==> config.mk <==
export PLATFORM = sky130hd
export DESIGN_NAME = sn76489_register_file
export DESIGN_NICKNAME = d
export VERILOG_FILES = /design/src/rtl/sn76489_pkg.sv /design/src/rtl/sn76489_clock_divider.sv /design/src/rtl/sn76489_register_file.sv
export SDC_FILE = /design/constraint.sdc
export NUM_CORES = 1
export LEC_CHECK = 0
export BUFFER_PORTS_ARGS = -buffer_cell sky130_fd_sc_hd__buf_2
export CAP_MARGIN = 20
export CORE_MARGIN = 8
export CORE_UTILIZATION = 45
export DETAILED_ROUTE_END_ITERATION = 6
export PLACE_DENSITY = 0.76
export SYNTH_ARGS = -nofsm -noshare
export SYNTH_HDL_FRONTEND = slang
export SYNTH_SLANG_ARGS = --single-unit
==> constraint.sdc <==
create_clock -name clk -period 2.3 [get_ports clk]
set_clock_uncertainty 0.05 [all_clocks]
set_input_delay 0 -clock clk [delete_from_list [all_inputs] [get_ports clk]]
set_output_delay 0 -clock clk [all_outputs]
set_load 0.02 [all_outputs]
==> src/rtl/sn76489_pkg.sv <==
// Shared constants and types for the SN76489 register file.
package sn76489_pkg;

    // Latched register index: bits 2:1 = channel, bit 0 = 1 for attenuation.
    localparam logic [2:0] REG_TONE0 = 3'b000;
    localparam logic [2:0] REG_ATT0  = 3'b001;
    localparam logic [2:0] REG_TONE1 = 3'b010;
    localparam logic [2:0] REG_ATT1  = 3'b011;
    localparam logic [2:0] REG_TONE2 = 3'b100;
    localparam logic [2:0] REG_ATT2  = 3'b101;
    localparam logic [2:0] REG_NOISE = 3'b110;
    localparam logic [2:0] REG_ATT3  = 3'b111;

    // Attenuation value meaning "channel silent".
    localparam logic [3:0] ATT_OFF = 4'hF;

    localparam int DEFAULT_CLK_DIV     = 16;
    localparam int DEFAULT_BUSY_CYCLES = 32;

    // Write-acceptance handshake states.
    typedef enum logic {
        ST_IDLE = 1'b0,
        ST_BUSY = 1'b1
    } busy_state_t;

    // Index of the register selected by channel number and type.
    function automatic logic [2:0] reg_index(input logic [1:0] channel, input logic is_att);
        return {channel, is_att};
    endfunction

endpackage

==> src/rtl/sn76489_clock_divider.sv <==
// Free-running divider producing a one-cycle enable strobe every CLK_DIV clocks.
module sn76489_clock_divider
    import sn76489_pkg::*;
#(
    parameter int CLK_DIV = DEFAULT_CLK_DIV
) (
    input  logic clk,
    input  logic reset_n,
    output logic enable
);

    localparam int W = (CLK_DIV > 2) ? $clog2(CLK_DIV) : 1;
    localparam logic [W-1:0] LAST = W'(CLK_DIV - 1);

    logic [W-1:0] cnt_reg;

    // Counter wraps naturally because CLK_DIV is a power of two.
    always_ff @(posedge clk or negedge reset_n) begin
        if (!reset_n) begin
            cnt_reg <= '0;
        end else begin
            cnt_reg <= cnt_reg + W'(1);
        end
    end

    assign enable = (cnt_reg == LAST);

endmodule

==> src/rtl/sn76489_register_file.sv <==
// SN76489 programmer-visible registers: latch/data byte decode, busy handshake,
// and the divide-by-CLK_DIV enable strobe for the downstream generators.
module sn76489_register_file
    import sn76489_pkg::*;
#(
    parameter int CLK_DIV     = DEFAULT_CLK_DIV,
    parameter int BUSY_CYCLES = DEFAULT_BUSY_CYCLES
) (
    input  logic       clk,
    input  logic       reset_n,
    input  logic       wr,
    input  logic [7:0] data,
    output logic       ready,
    output logic       enable,
    output logic [9:0] tone0_n,
    output logic [9:0] tone1_n,
    output logic [9:0] tone2_n,
    output logic [3:0] att0,
    output logic [3:0] att1,
    output logic [3:0] att2,
    output logic [3:0] att3,
    output logic [2:0] noise_ctrl,
    output logic       noise_reset
);

    localparam int BW = $clog2(BUSY_CYCLES + 1);
    localparam logic [BW-1:0] BUSY_LOAD = BW'(BUSY_CYCLES - 1);

    busy_state_t     state_reg, state_next;
    logic [BW-1:0]   busy_cnt_reg, busy_cnt_next;
    logic [2:0]      idx_reg, idx_next;
    logic [2:0][9:0] tone_reg, tone_next;
    logic [3:0][3:0] att_reg, att_next;
    logic [2:0]      noise_ctrl_reg, noise_ctrl_next;
    logic            noise_reset_reg, noise_reset_next;

    logic            accept;
    logic            is_latch;
    logic [2:0]      idx_eff;
    logic            noise_hit;

    // A latch byte retargets the write immediately; a data byte uses the held index.
    assign accept    = wr && (state_reg == ST_IDLE);
    assign is_latch  = data[7];
    assign idx_eff   = is_latch ? data[6:4] : idx_reg;
    assign noise_hit = accept && (idx_eff == REG_NOISE);

    assign idx_next         = (accept && is_latch) ? data[6:4] : idx_reg;
    assign noise_ctrl_next  = noise_hit ? data[2:0] : noise_ctrl_reg;
    assign noise_reset_next = noise_hit;

    // Tone periods: latch bytes load the low nibble, data bytes the upper six bits.
    for (genvar gi = 0; gi < 3; gi++) begin : g_tone
        localparam logic [2:0] IDX = reg_index(2'(gi), 1'b0);
        assign tone_next[gi] = !(accept && (idx_eff == IDX)) ? tone_reg[gi] :
                               is_latch ? {tone_reg[gi][9:4], data[3:0]} :
                                          {data[5:0], tone_reg[gi][3:0]};
    end

    // Attenuations: both byte kinds load the full nibble.
    for (genvar gi = 0; gi < 4; gi++) begin : g_att
        localparam logic [2:0] IDX = reg_index(2'(gi), 1'b1);
        assign att_next[gi] = (accept && (idx_eff == IDX)) ? data[3:0] : att_reg[gi];
    end

    // Busy FSM next state: ready stays low for exactly BUSY_CYCLES cycles.
    always_comb begin
        state_next    = state_reg;
        busy_cnt_next = busy_cnt_reg;
        case (state_reg)
            ST_IDLE: begin
                if (wr) begin
                    state_next    = ST_BUSY;
                    busy_cnt_next = BUSY_LOAD;
                end
            end
            ST_BUSY: begin
                if (busy_cnt_reg == '0) begin
                    state_next = ST_IDLE;
                end else begin
                    busy_cnt_next = busy_cnt_reg - BW'(1);
                end
            end
            default: state_next = ST_IDLE;
        endcase
    end

    // State and register update; reset forces idle and power-up values at once.
    always_ff @(posedge clk or negedge reset_n) begin
        if (!reset_n) begin
            state_reg       <= ST_IDLE;
            busy_cnt_reg    <= '0;
            idx_reg         <= REG_TONE0;
            tone_reg        <= '0;
            att_reg         <= {4{ATT_OFF}};
            noise_ctrl_reg  <= '0;
            noise_reset_reg <= 1'b0;
        end else begin
            state_reg       <= state_next;
            busy_cnt_reg    <= busy_cnt_next;
            idx_reg         <= idx_next;
            tone_reg        <= tone_next;
            att_reg         <= att_next;
            noise_ctrl_reg  <= noise_ctrl_next;
            noise_reset_reg <= noise_reset_next;
        end
    end

    sn76489_clock_divider #(
        .CLK_DIV (CLK_DIV)
    ) u_clock_divider (
        .clk     (clk),
        .reset_n (reset_n),
        .enable  (enable)
    );

    assign ready       = (state_reg == ST_IDLE);
    assign tone0_n     = tone_reg[0];
    assign tone1_n     = tone_reg[1];
    assign tone2_n     = tone_reg[2];
    assign att0        = att_reg[0];
    assign att1        = att_reg[1];
    assign att2        = att_reg[2];
    assign att3        = att_reg[3];
    assign noise_ctrl  = noise_ctrl_reg;
    assign noise_reset = noise_reset_reg;

endmodule

==> impl_metrics.yaml, run 1 <==
global_route:
  grt_use_total: 0.139
  grt_pass1_wl_um: 9510
  grtUsageMet1: 0.164
  gr-usage-met3: 0.0357
  gr-total-overflow: 0
  antenna_found_initial: 0
  grt_start_max_net_pins: 65
  grt_pass1_vias: 1849
  globalRoute.busiestLayer: "met2"
  grt_util_met2: 0.228
yosys:
  synthCells: 185
  ys_types: 44
  synth_top_area_share: 0.434
  synth_compound_area_frac: 0.0416
  synth_commonest_cells: "48 x dfrtp_1, 44 x mux2_2, 16 x dfstp_2"
  synth_edf_count: 0
  synth.mux.area_fraction: 0.237
  ys_ff_latch: 64
  ys_async_sr_fraction: 1.00
  synth_area_leaders: "dfrtp_1 43%, mux2_2 18%, dfstp_2 15%"
  synth_xor_area_frac: 0.00633
  synth_ff_type: "dfrtp_1"
  synth-adder-area-share: 0.0136
  syn_area_um2: 2770
  yosysTopAreaCell: "dfrtp_1"
  synth_nets: 199
  yosys_warnings: 0
  synthSimpleGateAreaFrac: 0.0900
  ys_seq_area_frac: 0.586
  yosysMostFrequentCell: "dfrtp_1"
  synth_top_family_by_area: "multiplexers"
  syn_avg_cell_area_um2: 15.0
placed_design:
  pre_cts_ws_ns: 0.462
  place_congestion: 0.734
  dpl.cell_count: 314
  hpwl_um: 4100
  port_buffers: 62
setup_path:
  cp_max_fo: 6
  crit_arrival_ns: 2.01
  critPathTopFamily: "simple AND/OR/NAND/NOR gates"
  required_ns: 2.46
  rrSetupSlack_ns: 0.45
  cp_num_buf_inv: 0
  slowest_delay_ns: 0.50
  crit_chain: "or3_1, or3_1, mux2_4"
  cp_slowest_cell: "or3_1"
  setup.worst_path.end_class: "register"
  r2r-start: "idx_reg[0]"
  crit_top_cell: "or3_1"
  start_kind: "register"
  crit_type: "reg -> reg"
  startpoint: "idx_reg[0]"
run_status:
  status: "finished, final reports clean"
power:
  power_density_nw_per_um2: 1160
  leakage_nw: 1.79
  ir_drop_v: 0.000573
drt:
  wire_per_inst_um: 17.1
  vias: 1702
  drt_wl_total_um: 5740
  route.detailed.drc: 0
  viasPerCell: 5.08
  ant_nets: 0
  first_iter_violations: 61
  drt-pass1-iter-count: 4
clock_network:
  htree_levels: 3
  cts_buffers: 9
  cts_tree: "yes"
  clock_latency_ns: 0.33
  clk_pin_slew_ns: 0.07
  cts_root_buffer: "clkbuf_8"
  clock_path_buffers: 2
  cts_sinks: 64
  post_cts_buffers: 0
  ctsResizeCount: 0
sta:
  fmax_mhz: 539
  setup_violations: 0
  setup_slack_ns: 0.446
  tns_ns: 0
  fin_hold_ws_ns: 0.0237
  min_period_over_period: 0.806
  relSlewSlack: 0.655
  worstMarginPinSlew_ns: 0.514
  min_period_ns: 1.85
  rsz0062_at_grt: "no"
  final_hold_viol_count: 0
  slew_violations: 0
layout:
  final_core_util: 0.573
  nets: 269
  antenna_cells: 0
  nFillCells: 513
  final_cells: 335
  drive_above_1_share: 0.612
  area_growth_pct: 22.6
worst_hold_path:
  hp-start: "data[3]"
  min_path_type: "in -> reg"
floorplan:
  dieArea_um2: 8910
  die_w_um: 94.4
  rows: 28
  initial_core_util: 0.467
  core-area_um2: 5920
  io_pins: 63
  die-height_um: 94.4
run:
  cap_viol_max_count: 0
-- report_power, final --
group	switching (mW)	internal [mW]	total [mW]
Sequential	0.219	1.52	1.73
Clock	0.398	0.535	0.933
Combinational	0.698	0.554	1.25
-- cells by family after synthesis --
group | after synthesis
flops | 64
mux | 55
simple gates | 33
compound gates | 14
buf+inv | 14
fa+ha+maj | 3
xor+xnor | 2
-- metal layers --
layer	wire length, um	vias up
met3	358	9
met1	2470	848
li1	-	806
met2	2800	39
met4	110	0
met5	0	-
-- through the flow --
step	cell area (um^2)	total power, mW
floorplan	2770	2.61
global placement	3140	2.98
detailed placement	3140	3.02
CTS	3390	3.97
global route	3390	4.17
finish	3390	3.92
-- final timing paths --
path	endpoint	cells past startpoint
setup / recovery	tone2_n[6]	3
hold / removal	tone2_n[7]	2
min in group asynchronous	tone0_n[3]	3
max in group asynchronous	att3[2]	3
setup reg to reg	tone2_n[6]	3
hold reg to reg	u_clock_divider.cnt_reg[0]	1
-- layout by cell type, fill, tap and decap left out, types with 2 or more instances in the layout --
cell type      netlist  final
o21ai_0              2      2
clkbuf_8             0     14
mux2_2              44     44
nor2_1               2      2
a211oi_2             3      3
nand3_1              4      4
inv_1                5      5
dlygate4sd3_1        0      5
clkinv_2             0      2
a21oi_1              2      2
nand4_1              2      2
nor3b_1              2      2
ha_1                 3      3
dfstp_2             16     16
buf_2                2     62
or3_1                2      2
nor4_4               2      2
mux2_4              10     10
dfrtp_1             48     48
nand2_1              4      4
nand3b_1             2      2
-- timing repair --
| action | in CTS | in global routing |
|---|---|---|
| hold buffers | 5 | 0 |
| hold endpoints to repair | 75 | 0 |
| setup endpoints to repair | 0 | 0 |
-- layout make-up --
class | count | area, um^2 | share of cell area
timing repair buffer | 68 | 380 | 0.112
multi-input combinational | 107 | 1070 | 0.317
clock inverter | 2 | 10.0 | 0.00295
clock buffer | 14 | 193 | 0.0568
sequential | 64 | 1620 | 0.478
inverter | 5 | 18.8 | 0.00553
tap | 75 | 93.8 | 0.0277
(Power assumes the default switching activity.)
==> run 2, diff against run 1 <==
- clock period: 2.3 -> 1.9 ns (I/O delays scaled with it)
==> run 2 against run 1 <==
Utilization is 1.1 points higher. Register-to-register slack lost 0.38 ns. Worst setup slack worse by 0.38 ns. Via count up 4.0%. Cell count up 1.8%. Combinational power increased by 27%. Die area unchanged. Cell area increased by 2.0%. Count of clock-buffer cells in the layout is 1 lower. Maximum frequency increased by 0.86%. First-iteration DRC count grew 3.3%. Sequential cell count stayed put. Largest power group unchanged.
==> impl_metrics.yaml, run 2 (synthesized netlist as in run 1, its figures left out) <==
drt:
  route.detailed.drc: 0
  drt_wl_total_um: 5830
  first_iter_violations: 63
  drt-pass1-iter-count: 4
  ant_nets: 0
  vias: 1770
  wire_per_inst_um: 17.1
  viasPerCell: 5.19
sta:
  worstMarginPinSlew_ns: 0.477
  tns_ns: 0
  setup_violations: 0
  relSlewSlack: 0.682
  min_period_ns: 1.84
  min_period_over_period: 0.967
  final_hold_viol_count: 0
  rsz0062_at_grt: "no"
  slew_violations: 0
  fmax_mhz: 544
worst_hold_path:
  hp-start: "data[3]"
  hold_path_depth: 2
  min_path_type: "in -> reg"
placed_design:
  hpwl_um: 4310
  place_congestion: 0.769
  dpl.cell_count: 320
  port_buffers: 62
layout:
  nets: 275
  nFillCells: 484
  most-common-layout-cells: "62 x buf_2, 48 x dfrtp_1, 44 x mux2_2"
  final_cells: 341
  area_growth_pct: 25.0
  layout_commonest_cell: "buf_2"
  antenna_cells: 0
  drive_above_1_share: 0.613
floorplan:
  rows: 28
  initial_core_util: 0.467
  core-area_um2: 5920
  dieArea_um2: 8910
  die_w_um: 94.4
  io_pins: 63
  die-height_um: 94.4
setup_path:
  rr_worst_depth: 3
  start_kind: "register"
  crit_arrival_ns: 2.00
  cp_max_fo: 6
  required_ns: 2.06
  setup.worst_path.end_class: "register"
  crit_type: "reg -> reg"
  r2r-start: "idx_reg[0]"
  startpoint: "idx_reg[0]"
global_route:
  gr-total-overflow: 0
  grt_start_max_net_pins: 34
  grt_pass1_vias: 1897
  antenna_found_initial: 0
  grt_use_total: 0.140
  grt_pass1_wl_um: 9520
clock_network:
  cts_sinks: 64
  cts_tree: "yes"
  htree_levels: 3
  clock_latency_ns: 0.33
  post_cts_buffers: 0
  clk_pin_slew_ns: 0.07
  cts_buffers: 9
  clock_path_buffers: 2
  cts_root_buffer: "clkbuf_8"
power:
  power_density_nw_per_um2: 1430
  ir_drop_v: 0.000733
  leakage_nw: 1.82
run:
  cap_viol_max_count: 0
run_status:
  status: "finished, final reports clean"
==> run 2: metal layers <==
metal,wire [um],part of all wire,track usage,vias up
met3,386,0.066,0.0460,9
met4,102,0.018,0.0753,0
met1,2520,0.43,0.169,888
li1,-,-,-,827
met5,0,0,0,-
met2,2820,0.48,0.218,46
==> run 2: timing repair <==
item | in CTS | in global routing
resized for setup | 0 | 0
hold buffers | 5 | 0
setup endpoints to repair | 0 | 0
endpoints found under the hold margin | 69 | 0
==> run 2: final timing paths <==
check                      slack (ns)                          to
max                              0.06                  tone2_n[8]
min                              0.03                  tone1_n[3]
max reg2reg                      0.06                  tone2_n[8]
min reg2reg                      0.40  u_clock_divider.cnt_reg[0]
max in group asynchronous        1.07                     att3[2]
min in group asynchronous        0.12  u_clock_divider.cnt_reg[1]
==> run 2: area by class of cell <==
type / count / area, um^2 / area share
clock buffer: 13 / 159 / 0.0459
multi-input combinational: 107 / 1070 / 0.311
timing repair buffer: 74 / 425 / 0.123
sequential: 64 / 1620 / 0.469
inverter: 5 / 18.8 / 0.00543
tap: 75 / 93.8 / 0.0271
clock inverter: 3 / 65.1 / 0.0188
==> run 2: per-stage QoR <==
| stage | total power, mW | worst slack [ns] | util | cell area [um^2] | hold slack (ns) |
|---|---|---|---|---|---|
| finish | 4.96 | 0.0618 | 0.584 | 3460 | 0.0272 |
| global route | 5.25 | 0.00527 | 0.584 | 3460 | 0.0353 |
| CTS | 5.03 | 0.0490 | 0.584 | 3460 | 0.0200 |
| detailed placement | 3.70 | 0.0648 | 0.538 | 3180 | -0.0674 |
| global placement | 3.64 | 0.101 | 0.538 | 3180 | -0.0651 |
| floorplan | 3.16 | 0.126 | - | 2770 | -0.346 |
==> run 2: power by group <==
part | internal (mW) | leakage, nW | switching, mW | total, mW
Clock | 0.810 | 0.114 | 0.488 | 1.30
Combinational | 0.702 | 0.907 | 0.888 | 1.59
Sequential | 1.83 | 0.802 | 0.240 | 2.07
==> run 2: worst max-delay path, stage by stage (launching register included) <==
cell and delay, ns:
dfrtp_1 0.41, or3_1 0.43, or3_1 0.49, mux2_4 0.35
==> run 3, diff against run 2 <==
- REMOVE_ABC_BUFFERS: unset -> 1
==> run 3 against run 2 <==
Worst hold slack better by 0.022 ns. Cell count shrank 0.29%. Power decreased by 3.2%. Maximum frequency grew 2.1%. Sequential share of layout area increased by 0.51 points. Critical path depth unchanged. Utilization down 0.63 points. Largest cell class unchanged. Largest power group unchanged.
==> impl_metrics.yaml, run 3 (synthesized netlist as in run 1, its figures left out) <==
floorplan:
  io_pins: 63
  die-height_um: 94.4
  dieArea_um2: 8910
  core-area_um2: 5920
  die_w_um: 94.4
  initial_core_util: 0.467
  rows: 28
sta:
  final_hold_viol_count: 0
  setup_slack_ns: 0.0998
  relSlewSlack: 0.677
  min_period_over_period: 0.947
  min_period_ns: 1.80
  fin_hold_ws_ns: 0.0495
  setup_violations: 0
  worstMarginPinSlew_ns: 0.470
  tns_ns: 0
  slew_violations: 0
  fmax_mhz: 555
  rsz0062_at_grt: "no"
global_route:
  grt_use_total: 0.140
  grt_pass1_vias: 1874
  gr-total-overflow: 0
  grt_start_max_net_pins: 35
  grt_pass1_wl_um: 9470
  antenna_found_initial: 0
setup_path:
  crit_type: "reg -> reg"
  cp_max_fo: 6
  start_kind: "register"
  setup.worst_path.end_class: "register"
  required_ns: 2.06
  crit_arrival_ns: 1.96
layout:
  final_core_util: 0.578
  layout_commonest_cell: "buf_2"
  drive_above_1_share: 0.611
  nets: 274
  antenna_cells: 0
  most-common-layout-cells: "62 x buf_2, 48 x dfrtp_1, 44 x mux2_2"
  area_growth_pct: 23.7
  nFillCells: 509
  final_cells: 340
  stdcell_area_um2: 3420
clock_network:
  cts_buffers: 9
  cts_tree: "yes"
  cts_root_buffer: "clkbuf_8"
  clock_path_buffers: 2
  post_cts_buffers: 0
  cts_sinks: 64
  clk_pin_slew_ns: 0.07
  clock_latency_ns: 0.32
  htree_levels: 3
placed_design:
  pre_cts_ws_ns: 0.0704
  port_buffers: 62
  hpwl_um: 4270
  post_dp_cell_area_um2: 3160
  dpl.cell_count: 318
  place_congestion: 0.825
drt:
  route.detailed.drc: 0
  ant_nets: 0
  drt-pass1-iter-count: 4
  drt_wl_total_um: 5920
  first_iter_violations: 59
  wire_per_inst_um: 17.4
  vias: 1751
  viasPerCell: 5.15
worst_hold_path:
  min_path_type: "in -> reg"
power:
  leakage_nw: 1.80
  power_density_nw_per_um2: 1400
  power_mw: 4.80
  ir_drop_v: 0.000882
run_status:
  status: "finished, final reports clean"
run:
  cap_viol_max_count: 0
## run 3: changes by cell type in the layout (fill, tap and decap cells not counted)
cell / previous run / this run
dlygate4sd3_1: 5 / 6
buf_12: 1 / 0
or3_4: 0 / 1
bufinv_16: 2 / 1
buf_4: 6 / 5
clkinv_2: 1 / 2
or3_1: 2 / 1
## run 3: worst paths after layout
kind / slack (ns) / start / cells past startpoint / to
worst max-delay path: 0.1 / idx_reg[0] / 3 / tone0_n[5]
worst min-delay path: 0.05 / data[3] / 2 / att1[3]
worst max register to register: 0.1 / idx_reg[0] / 3 / tone0_n[5]
worst min register to register: 0.40 / u_clock_divider.cnt_reg[0] / 1 / u_clock_divider.cnt_reg[0]
max in group asynchronous: 1.07 / reset_n / 3 / u_clock_divider.cnt_reg[2]
min in group asynchronous: 0.20 / reset_n / 3 / tone2_n[1]
## run 3: critical path, stage by stage, from the launching register on
cell     delay (ns)
dfrtp_1        0.40
or3_1          0.44
nor4_4         0.39
mux2_2         0.40
## run 3: per-layer routing
| layer | global-route usage | share of wire |
|---|---|---|
| met1 | 0.160 | 0.43 |
| met4 | 0.0793 | 0.024 |
| met5 | 0 | 0 |
| met3 | 0.0349 | 0.056 |
| met2 | 0.234 | 0.49 |
## run 3: power by group
group          leakage [nW]  internal (mW)  switching, mW
clock network         0.103          0.675          0.481
registers             0.802           1.83          0.239
logic                 0.898          0.693          0.880
total                  1.80           3.20           1.60
## run 3: repair_timing
item / in CTS / in global routing
gates resized for setup: 0 / 1
endpoints found under the setup margin: 0 / 2
hold endpoints to repair: 64 / 0
hold buffers: 6 / 0
## run 3: area by class of cell
class | instances | area, um^2 | share of cell area
Tap cell | 75 | 93.8 | 0.0274
Multi-Input combinational cell | 107 | 1080 | 0.316
Clock buffer | 13 | 159 | 0.0465
Inverter | 5 | 18.8 | 0.00549
Sequential cell | 64 | 1620 | 0.474
Clock inverter | 3 | 40.0 | 0.0117
Timing Repair Buffer | 73 | 408 | 0.119
